--- src/rtl/fpu_bcd_to_binary.sv ---
// Purpose: iterative 18-digit packed-BCD to 64-bit binary converter (FBLD load path).
// Latency: 18 cycles from capture for a valid operand, result on the capture edge for an invalid one.
// Backpressure: level-held enable/done; done holds until enable drops, enable low mid-convert aborts.
module fpu_bcd_to_binary (
    input  logic        clk,
    input  logic        reset,
    input  logic        enable,
    input  logic [79:0] bcd_in,
    output logic [63:0] binary_out,
    output logic        sign_out,
    output logic        done,
    output logic        error
);

    typedef enum logic [1:0] {IDLE, CONVERT, DONE} state_t;

    state_t      state, state_nxt;
    logic [71:0] digits, digits_nxt;
    logic [63:0] acc, acc_nxt;
    logic [4:0]  idx, idx_nxt;
    logic [63:0] bin_nxt;
    logic        sign_nxt;
    logic        err_nxt;
    logic        done_nxt;
    logic        bad_digit;
    logic [63:0] acc_step;

    // Bits 78:72 of the operand carry no meaning and are deliberately dropped.
    logic        unused_pad_bits;
    assign unused_pad_bits = ^bcd_in[78:72];

    // Flag any nibble of the incoming operand that is not a decimal digit.
    always_comb begin
        bad_digit = 1'b0;
        for (int i = 0; i < 18; i++) begin
            if (bcd_in[i*4 +: 4] > 4'd9) begin
                bad_digit = 1'b1;
            end
        end
    end

    // One Horner step: acc*10 + current MSD; the operand shifts left so the next digit is always at the top.
    assign acc_step = (acc << 3) + (acc << 1) + {60'd0, digits[71:68]};

    // Next-state and next-output logic for the capture / convert / hold sequence.
    always_comb begin
        state_nxt  = state;
        digits_nxt = digits;
        acc_nxt    = acc;
        idx_nxt    = idx;
        bin_nxt    = binary_out;
        sign_nxt   = sign_out;
        err_nxt    = error;
        case (state)
            IDLE: begin
                if (enable) begin
                    digits_nxt = bcd_in[71:0];
                    sign_nxt   = bcd_in[79];
                    if (bad_digit) begin
                        err_nxt   = 1'b1;
                        bin_nxt   = 64'd0;
                        state_nxt = DONE;
                    end else begin
                        err_nxt   = 1'b0;
                        acc_nxt   = 64'd0;
                        idx_nxt   = 5'd17;
                        state_nxt = CONVERT;
                    end
                end
            end
            CONVERT: begin
                if (!enable) begin
                    // Abandon the request; the partial accumulator is never published.
                    state_nxt = IDLE;
                end else begin
                    acc_nxt    = acc_step;
                    digits_nxt = digits << 4;
                    if (idx == 5'd0) begin
                        bin_nxt   = acc_step;
                        state_nxt = DONE;
                    end else begin
                        idx_nxt = idx - 5'd1;
                    end
                end
            end
            DONE: begin
                if (!enable) begin
                    state_nxt = IDLE;
                end
            end
            default: state_nxt = IDLE;
        endcase
        done_nxt = (state_nxt == DONE);
    end

    // Register all state and outputs; reset clears everything immediately.
    always_ff @(posedge clk or negedge reset) begin
        if (!reset) begin
            state      <= IDLE;
            digits     <= 72'd0;
            acc        <= 64'd0;
            idx        <= 5'd0;
            binary_out <= 64'd0;
            sign_out   <= 1'b0;
            error      <= 1'b0;
            done       <= 1'b0;
        end else begin
            state      <= state_nxt;
            digits     <= digits_nxt;
            acc        <= acc_nxt;
            idx        <= idx_nxt;
            binary_out <= bin_nxt;
            sign_out   <= sign_nxt;
            error      <= err_nxt;
            done       <= done_nxt;
        end
    end

endmodule
--- config.mk ---
export PLATFORM = sky130hd
export DESIGN_NAME = fpu_bcd_to_binary
export DESIGN_NICKNAME = d
export VERILOG_FILES = /design/src/rtl/fpu_bcd_to_binary.sv
export SDC_FILE = /design/constraint.sdc
export NUM_CORES = 1
export LEC_CHECK = 0
export ABC_AREA = 1
export CAP_MARGIN = 20
export CORE_MARGIN = 4
export CORE_UTILIZATION = 40
export DETAILED_ROUTE_END_ITERATION = 6
export HOLD_SLACK_MARGIN = 0.02
export PLACE_DENSITY = 0.61
export SLEW_MARGIN = 0
export SYNTH_ARGS = -nofsm -noshare
export SYNTH_HDL_FRONTEND = slang
export SYNTH_SLANG_ARGS = --single-unit
--- constraint.sdc ---
create_clock -name clk -period 2.9 [get_ports clk]
set_input_delay 0.87 -clock clk [delete_from_list [all_inputs] [get_ports clk]]
set_output_delay 0.87 -clock clk [all_outputs]
set_load 0.005 [all_outputs]
Word-level counts from Yosys, hierarchy flattened --
Index checks and enable logic that the tools add are counted.
Operators by class: equal/unequal tests 9, reductions and logical operators 8, $add $sub $neg 3, multiplexer cells 42, order comparisons 18
Operator list (count):
- 2-to-1 mux 64 bit | 4
- 2-to-1 mux 63 bit | 3
- 2-to-1 mux 72 bit | 2
- one-hot mux 72 bit (2 select lines) | 1
- one-hot mux 64 bit (2 select lines) | 1
- one-hot mux 63 bit (2 select lines) | 1
- > comparator 4 bit (second input constant) | 18
- adder 64 x 4 -> 64 bit | 1
- adder 64 bit | 1
- 2-to-1 mux 5 bit | 4
- 2-to-1 mux 1 bit | 19
- inequality test 2 bit (second input constant) | 6
- 2-to-1 mux 2 bit | 5
- one-hot mux 5 bit (2 select lines) | 1
- AND reduction 5 bit | 2
- one-hot mux 2 bit (3 select lines) | 1
- logical NOT 5 bit | 1
- subtractor 5 x 1 -> 5 bit (second input constant) | 1
- equality test 2 bit (second input constant) | 2
- AND reduction 4 bit | 1
- AND reduction 3 bit | 1
- equality test 2 x 1 -> 1 bit (second input constant) | 1
- logical NOT 2 bit | 1
- AND reduction 2 bit | 1
- nonzero test 2 bit | 1
Storage, ports and cells: input bits 83, word-level logic and storage cells 88, bits in registers 209, output and inout port bits 67

Depth between registers and ports, before layout --
Gate-level depths: netlist of the first run.
depth in word-level cells 23, mapped depth 16, gate-level depth less buffers 16

Least setup slack after synthesis of the first run --
No wires, ideal clock.
path kind flip-flop to flip-flop, from register digits[71], to register acc[60], stages on the path, launching flop included 16, library setup time 118 ps, data required time 2782 ps, path buffers 0, slack 439 ps, arrival 2342 ps, period minus slack after synthesis 2461 ps, cells stage by stage dfrtp_1 fa_1 inv_1 fa_1 inv_1 nand3_1 nor2_1 nand2_1 nand3_1 nand2_1 nand2_1 nand2_1 nand2_1 nand2_1 nand4_1 nand2_1
On the way: longest elaborated chain between the ends 3
Ends and longest elaborated chain:
- from (decl) | RTL line 18 | logic [71:0] digits, digits_nxt;
- from (signal assigned) | RTL line 109 | digits <= digits_nxt;
- adder 64 x 4 -> 64 bit | RTL line 43 | assign acc_step = (acc << 3) + (acc << 1) + {60'd0, digits[71:68]};
- 2-to-1 mux 63 bit | RTL line 72 | if (!enable) begin
- one-hot mux 63 bit (2 select lines) | RTL line 54 | case (state)
- to (signal assigned) | RTL line 110 | acc <= acc_nxt;
- to (decl) | RTL line 19 | logic [63:0] acc, acc_nxt;
No other way between the ends. The select of a mux whose other input is x is not followed. A chain may end at the register's enable or synchronous reset.

Worst setup path in the final report of the first run --
from register digits[71], to register acc[32]
The elaborated chain is that of the path after synthesis.

==> results_dict.tcl, run 1 <==
set metrics [dict create \
    root_buffer "sky130_fd_sc_hd__clkbuf_16" \
    final_hold_viol_count 0 \
    h-tree-depth 1 \
    slowest_stage_delay_on_critical_path_ns 0.56 \
    die_area_um2 41000 \
    wire_length_of_the_first_global_routing_pass_um 77000 \
    placedInstanceArea_um2 17300 \
    fmax_mhz 356 \
    timing.critical_path.fanout_max 4 \
    yosys_register_bits 209 \
    post_synth.cell_area_avg_um2 6.70 \
    grt_antenna_before_repair 0 \
    areaGrowthSynthToFinish_pct 21.0 \
    critPathSlowestCell "sky130_fd_sc_hd__fa_1" \
    io_buffer_count 142 \
    max-vdd-ir-drop_mv 0.437 \
    tritoncts "built" \
    die_w_um 202 \
    drtIter0Drc 930 \
    class_of_the_tightest_hold_or_removal_check "input pin to async pin" \
    setup_viol 0 \
    syn_area_um2 15100 \
    clock_latency_late_sink_ns 0.54 \
    mappedNetlistNets 2465 \
    cellLeakagePower_nw 10.1 \
    initial_utilization_pct 40.9 \
    final.period_utilization_pct 96.9 \
    number_of_i_o_pins 150 \
    worst_setup_path_end_kind "flip-flop" \
    worstMarginPinSlew_ns 0.722 \
    share_of_the_core_filled_with_cells_in_the_final_layout_pct 49.5 \
    cp_data_required_time_ns 3.36 \
    vias 14700 \
    drt-pass1-iter-count 5 \
    core_area_um2 37000 \
    setup_crit_start_kind "flip-flop" \
    placementRows 70 \
    count_of_cell_types_in_the_netlist 39 \
    drv_slew 0 \
    rsz_0062_raised_after_global_routing "yes" \
    gr-usage-all-layers_pct 23.0 \
    antennaDiodeCount 0 \
    postLayoutCellArea_um2 18300 \
    worst_slew_margin_rel_pct 51.8 \
    criticalPathCategory "flip-flop to flip-flop" \
    critPathArrivalTime_ns 3.27 \
    post-layout-total-power_mw 9.94 \
    path_clk_slew_ns 0.06 \
    crit_chain "fa_1 -> inv_1 -> fa_1 -> inv_1 -> nand3_2 -> nor2_4 -> inv_1 -> nand3_2 -> nand2_1 -> nand3_4 -> nand2_1 -> nand3b_1 -> nand3_2 -> o21ai_2" \
    skew_ns 0.0182 \
    run_status "finished clean" \
    average_wire_per_standard_cell_um 16.2 \
    synth_seq_area_share_pct 34.6 \
    final_antenna_net_count 0 \
    grt_pass1_vias 14600 \
    post-place-ws_ns -0.0898 \
    drc_errors 0 \
    fillCellCount 3794 \
    synth_cells 2257 \
    finalCriticalPeriod_ns 2.81 \
    pwr_density_cell_nw_per_um2 543 \
    ys.warnings.count 0 \
    nets 2610 \
    maximum_number_of_pins_on_one_net_before_global_route_repair 138 \
    finalWeightedCongestion 1.00 \
    hpwl_um 37700 \
    max-cap-violations 0 \
    fin_ws_ns 0.0899 \
    clock_tree.buffer_depth 3 \
    route.final.wire_length_um 47500 \
    numCtsBuffers 24 \
    grt-ovfl-total 0 \
    floorplan.die.height_um 202 \
    layout-drive-gt1-share_pct 6.66 \
    cts_num_sinks 209 \
    routed_vias_inst 5.04 \
]
-- worst max-delay path: cells and delay by family (launching register included) --
kind | cells | cell delay (ns)
and+or+nand+nor | 8 | 0.98
adders and majority gates | 2 | 0.97
DFF | 1 | 0.40
buffers and inverters | 3 | 0.21
AOI/OAI and AO/OA | 1 | 0.17
-- metal layers --
metal,part of all wire (%),vias to the layer above,wire length (µm),global-route usage (%)
met5,0,-,0,0
li1,-,7496,-,-
met1,46,6836,21700,30.8
met4,2.7,0,1280,5.99
met3,5.4,68,2580,3.67
met2,46,335,21900,38.9
-- sequential cells by signal, summed over array words and instances, names as in the netlist --
name and flops:
acc 63, binary_out 64, digits 72, done 1
error 1, idx 5, sign_out 1, state 2
-- synth_stat cells --
master	count	area (µm²)
sky130_fd_sc_hd__clkinv_1	1	3.75
sky130_fd_sc_hd__nor2_1	159	597
sky130_fd_sc_hd__xnor2_1	3	26.3
sky130_fd_sc_hd__a32o_1	1	10.0
sky130_fd_sc_hd__nor3_1	12	60.1
sky130_fd_sc_hd__o21ai_0	154	771
sky130_fd_sc_hd__o21ai_1	66	330
sky130_fd_sc_hd__and2_1	1	6.26
sky130_fd_sc_hd__nand3_1	75	375
sky130_fd_sc_hd__buf_2	23	115
sky130_fd_sc_hd__nor4_1	3	18.8
sky130_fd_sc_hd__fa_1	2	40.0
sky130_fd_sc_hd__and3_1	3	18.8
sky130_fd_sc_hd__nand4_1	73	457
sky130_fd_sc_hd__mux2_2	1	11.3
sky130_fd_sc_hd__nand3_2	5	50.1
sky130_fd_sc_hd__clkbuf_2	1	5.00
sky130_fd_sc_hd__dfrtp_1	209	5230
sky130_fd_sc_hd__xor2_1	4	35.0
sky130_fd_sc_hd__inv_2	11	41.3
sky130_fd_sc_hd__o21a_1	2	15.0
sky130_fd_sc_hd__nand3b_1	7	52.6
sky130_fd_sc_hd__clkbuf_1	22	82.6
sky130_fd_sc_hd__o21bai_1	15	113
sky130_fd_sc_hd__buf_1	5	18.8
sky130_fd_sc_hd__buf_4	8	60.1
sky130_fd_sc_hd__a21oi_1	96	480
sky130_fd_sc_hd__nor2_2	16	100
sky130_fd_sc_hd__nor2_8	1	20.0
sky130_fd_sc_hd__buf_6	7	78.8
sky130_fd_sc_hd__a21oi_2	2	17.5
sky130_fd_sc_hd__nand2_1	854	3210
sky130_fd_sc_hd__a31oi_1	1	6.26
sky130_fd_sc_hd__nor2_4	2	22.5
sky130_fd_sc_hd__ha_1	123	1540
sky130_fd_sc_hd__nand2_2	5	31.3
sky130_fd_sc_hd__nor3_2	1	10.0
sky130_fd_sc_hd__inv_1	282	1060
sky130_fd_sc_hd__o22ai_1	1	6.26
-- metrics by stage --
step | hold slack, ns | std cells | setup TNS [ns]
final | 0.243 | 2923 | 0
after global routing | 0.263 | 2923 | -0.421
after detailed placement | 0.465 | 2876 | -0.571
after CTS | 0.247 | 2919 | -0.0221
after global placement | 0.460 | 2876 | -0.0233
after floorplan | 0.448 | 2257 | 0
-- power breakdown --
group | switching, mW | leakage, nW | internal [mW] | total (mW)
Clock | 1.25 | 0.424 | 2.06 | 3.30
Sequential | 0.356 | 2.77 | 3.54 | 3.89
Combinational | 1.72 | 6.87 | 1.02 | 2.74
-- worst paths after layout --
| kind | slack, ns | from | endpoint | cells after the start |
|---|---|---|---|---|
| max in group asynchronous | 1.96 | reset | digits[14] | 2 |
| min in group clk | 0.48 | binary_out[38] | binary_out[38] | 2 |
| hold reg to reg | 0.48 | binary_out[38] | binary_out[38] | 2 |
| setup / recovery | 0.09 | digits[71] | acc[32] | 14 |
| hold / removal | 0.24 | reset | binary_out[20] | 1 |
| setup reg to reg | 0.09 | digits[71] | acc[32] | 14 |
-- cell usage in the layout (no fill, tap or decap), types with 3 or more instances in the layout --
cell | netlist | final
sky130_fd_sc_hd__xnor2_1 | 3 | 3
sky130_fd_sc_hd__nor2_4 | 2 | 4
sky130_fd_sc_hd__nand3_1 | 75 | 64
sky130_fd_sc_hd__clkbuf_1 | 22 | 3
sky130_fd_sc_hd__nand3_2 | 5 | 14
sky130_fd_sc_hd__dfrtp_1 | 209 | 209
sky130_fd_sc_hd__nor2_2 | 16 | 19
sky130_fd_sc_hd__xor2_1 | 4 | 4
sky130_fd_sc_hd__buf_12 | 0 | 11
sky130_fd_sc_hd__nor4_1 | 3 | 3
sky130_fd_sc_hd__inv_1 | 282 | 282
sky130_fd_sc_hd__nand4_1 | 73 | 73
sky130_fd_sc_hd__ha_1 | 123 | 123
sky130_fd_sc_hd__nor3_1 | 12 | 11
sky130_fd_sc_hd__buf_4 | 8 | 32
sky130_fd_sc_hd__clkdlybuf4s50_1 | 0 | 141
sky130_fd_sc_hd__nand2_1 | 854 | 843
sky130_fd_sc_hd__nand3b_1 | 7 | 7
sky130_fd_sc_hd__o21ai_2 | 0 | 4
sky130_fd_sc_hd__nand2_4 | 0 | 4
sky130_fd_sc_hd__a21oi_2 | 2 | 3
sky130_fd_sc_hd__a21oi_1 | 96 | 95
sky130_fd_sc_hd__o21bai_1 | 15 | 15
sky130_fd_sc_hd__nand2_2 | 5 | 12
sky130_fd_sc_hd__clkbuf_16 | 0 | 25
sky130_fd_sc_hd__nor2_1 | 159 | 154
sky130_fd_sc_hd__bufinv_16 | 0 | 5
sky130_fd_sc_hd__o21ai_0 | 154 | 151
sky130_fd_sc_hd__clkinv_2 | 0 | 7
sky130_fd_sc_hd__o21ai_1 | 66 | 65
sky130_fd_sc_hd__and3_1 | 3 | 3
sky130_fd_sc_hd__inv_2 | 11 | 11
-- area by class of cell --
| type | count | area (µm²) | area share, % |
|---|---|---|---|
| timing repair buffer | 185 | 1890 | 10.3 |
| sequential | 209 | 5230 | 28.6 |
| tap | 504 | 631 | 3.45 |
| clock buffer | 30 | 664 | 3.63 |
| inverter | 294 | 1100 | 6.03 |
| clock inverter | 13 | 193 | 1.05 |
| multi-input combinational | 1688 | 8590 | 46.9 |
-- logic make-up after synthesis --
family                   Yosys count  share of synthesized area, %
AND/OR/NAND/NOR                 1217                          33.2
buffers and inverters            360                          9.68
AO/OA/AOI/OAI                    338                          11.6
flip-flops                       209                          34.6
adder cells (fa/ha/maj)          125                          10.4
XOR/XNOR                           7                         0.406
multiplexers                       1                        0.0745
-- repair_timing --
item                       4_1_cts  5_1_grt
setup endpoints to repair       12       60
pin swaps                        0        7
setup buffers                    0        4
hold buffers                     0        0
resized for setup                3       37
(Power assumes the default switching activity.)
==> run 2, diff against run 1 <==
--- a/config.mk
+++ b/config.mk
@@ -11,6 +11,7 @@
 export CORE_UTILIZATION = 40
 export DETAILED_ROUTE_END_ITERATION = 6
 export HOLD_SLACK_MARGIN = 0.02
+export MAX_ROUTING_LAYER = met4
 export PLACE_DENSITY = 0.61
 export SLEW_MARGIN = 0
 export SYNTH_ARGS = -nofsm -noshare
==> run 2 against run 1 <==
  * Worst setup slack improved by 0.026 ns
  * Die area did not move
  * Via count fell by 0.63%
  * Clock skew fell by 0.0064 ns
  * Critical path type unchanged
  * Largest cell class unchanged
  * Highest routed layer unchanged
==> results_dict.tcl, run 2 (synthesized netlist as in run 1, its figures left out) <==
set metrics [dict create \
    grt_antenna_before_repair 0 \
    share_of_the_core_filled_with_cells_in_the_final_layout_pct 49.5 \
    power.internal_mw 6.50 \
    rsz_0062_raised_after_global_routing "no" \
    routed_vias_inst 5.00 \
    cts_num_sinks 209 \
    fmax_mhz 359 \
    mostFrequentLayoutCell "sky130_fd_sc_hd__nand2_1" \
    criticalPathCategory "flip-flop to flip-flop" \
    cellLeakagePower_nw 10.1 \
    run_status "finished clean" \
    cp_data_required_time_ns 3.33 \
    average_wire_per_standard_cell_um 16.5 \
    crit_path_frequent_cell "sky130_fd_sc_hd__nand2_1" \
    layout-drive-gt1-share_pct 6.43 \
    cts_post_setup_buffers_inserted 0 \
    cts_hold_buf 0 \
    placedInstanceArea_um2 17300 \
    final_setup_tns_ns 0 \
    worstMarginPinSlew_ns 0.638 \
    root_buffer "sky130_fd_sc_hd__clkbuf_16" \
    placedCellCount 2885 \
    fillCellCount 3875 \
    fin_ws_ns 0.116 \
    drtIter0Drc 1014 \
    tritoncts "built" \
    slowest_stage_delay_on_critical_path_ns 0.41 \
    post-place-ws_ns 0.0219 \
    max-vdd-ir-drop_mv 0.529 \
    route.final.wire_length_um 48500 \
    number_of_i_o_pins 150 \
    seq_power_share_pct 39.6 \
    largest_reg_flops 72 \
    post-layout-total-power_mw 9.85 \
    core_area_um2 37000 \
    finalWeightedCongestion 1.00 \
    switching_share_pct 34.0 \
    combinationalPowerShare_pct 27.9 \
    timing.critical_path.fanout_max 5 \
    worst_setup_path_end_kind "flip-flop" \
    drt-pass1-iter-count 5 \
    antennaDiodeCount 0 \
    pwr_density_cell_nw_per_um2 539 \
    die_w_um 202 \
    final_antenna_net_count 0 \
    p_switching_mw 3.35 \
    maximum_number_of_pins_on_one_net_before_global_route_repair 138 \
    clock_latency_late_sink_ns 0.55 \
    setup_viol 0 \
    hpwl_um 38700 \
    io_buffer_count 142 \
    reg_top3 "digits (72), binary_out (64), acc (63)" \
    largest_register "digits" \
    seq_area_um2 5230 \
    worst-path-buf-inv 0 \
    final_cells 2930 \
    share_clk_of_total_power_pct 32.5 \
    initial_utilization_pct 40.9 \
    most_frequent_cells_in_the_layout "848 x sky130_fd_sc_hd__nand2_1, 281 x sky130_fd_sc_hd__inv_1, 209 x sky130_fd_sc_hd__dfrtp_1, 154 x sky130_fd_sc_hd__nor2_1, 152 x sky130_fd_sc_hd__o21ai_0" \
    finalCriticalPeriod_ns 2.78 \
    whs_ns 0.293 \
    class_of_the_tightest_hold_or_removal_check "input pin to async pin" \
    grt-ovfl-total 0 \
    numCtsBuffers 25 \
    vias 14600 \
    clock_tree.buffer_depth 3 \
    drc_errors 0 \
    worst_slew_margin_rel_pct 57.5 \
    max-cap-violations 0 \
    drv_slew 0 \
    cp_top_family "simple AND/OR/NAND/NOR gates" \
    path_clk_slew_ns 0.06 \
    skew_ns 0.0118 \
    h-tree-depth 1 \
    gr-usage-all-layers_pct 24.1 \
    crit_chain "ha_1 -> ha_1 -> nand2_1 -> nor2_1 -> nand3_1 -> nand3_1 -> nand2_1 -> nand2_1 -> nand2_1 -> nand3_1 -> nand2_1 -> nand4_1 -> nand2_1" \
    grt_pass1_vias 14400 \
    critPathArrivalTime_ns 3.22 \
    area_of_the_multi_input_gates_um2 8550 \
    critPathSlowestCell "sky130_fd_sc_hd__dfrtp_1" \
    setup_crit_start_kind "flip-flop" \
    wire_length_of_the_first_global_routing_pass_um 77700 \
    areaGrowthSynthToFinish_pct 21.0 \
    floorplan.die.height_um 202 \
    postLayoutCellArea_um2 18300 \
    placementRows 70 \
    final_hold_viol_count 0 \
    final.period_utilization_pct 96.0 \
    die_area_um2 41000 \
    nets 2616 \
]
## run 2: power by group through the flow
stage               logic (mW)  registers, mW  clock network [mW]
floorplan                 1.82           3.84                   0
global placement          2.68           3.93                   0
detailed placement        2.73           3.94                   0
CTS                       2.74           3.91                3.30
global route              3.13           3.98                3.42
finish                    2.75           3.90                3.21
## run 2: final cells by class
type | count | area share [%]
Inverter | 294 | 6.03
Clock inverter | 8 | 0.574
Clock buffer | 37 | 4.05
Sequential cell | 209 | 28.6
Timing Repair Buffer | 190 | 10.6
Tap cell | 504 | 3.45
Multi-Input combinational cell | 1688 | 46.7
## run 2: worst reg2reg max path, cell delays in order, from the launching register on
cell and delay (ns):
sky130_fd_sc_hd__dfrtp_1 0.41, sky130_fd_sc_hd__ha_1 0.29, sky130_fd_sc_hd__ha_1 0.36, sky130_fd_sc_hd__nand2_1 0.14
sky130_fd_sc_hd__nor2_1 0.30, sky130_fd_sc_hd__nand3_1 0.12, sky130_fd_sc_hd__nand3_1 0.27, sky130_fd_sc_hd__nand2_1 0.09
sky130_fd_sc_hd__nand2_1 0.18, sky130_fd_sc_hd__nand2_1 0.16, sky130_fd_sc_hd__nand3_1 0.11, sky130_fd_sc_hd__nand2_1 0.07
sky130_fd_sc_hd__nand4_1 0.10, sky130_fd_sc_hd__nand2_1 0.06
## run 2: layer usage
layer  part of all wire [%]  vias to the layer above  track usage, %
li1                       -                     7503               -
met2                     47                      330            39.4
met1                     46                     6743            31.5
met3                    5.4                       66            3.99
met5                      0                        -               -
met4                    2.5                        0            5.60
## run 2: path summary, 6_finish.rpt
path	end	slack, ns	depth (start not counted)	start
max	acc[51]	0.12	13	acc[9]
min	binary_out[24]	0.29	1	reset
max reg2reg	acc[51]	0.12	13	acc[9]
min reg2reg	binary_out[42]	0.47	2	binary_out[42]
max in group asynchronous	digits[56]	1.84	2	reset
min in group clk	binary_out[42]	0.47	2	binary_out[42]
## run 2: repair_timing
item | CTS | global route
resized for setup | 1 | 28
cloned | 0 | 0
setup endpoints to repair | 1 | 51
pin swaps | 0 | 3
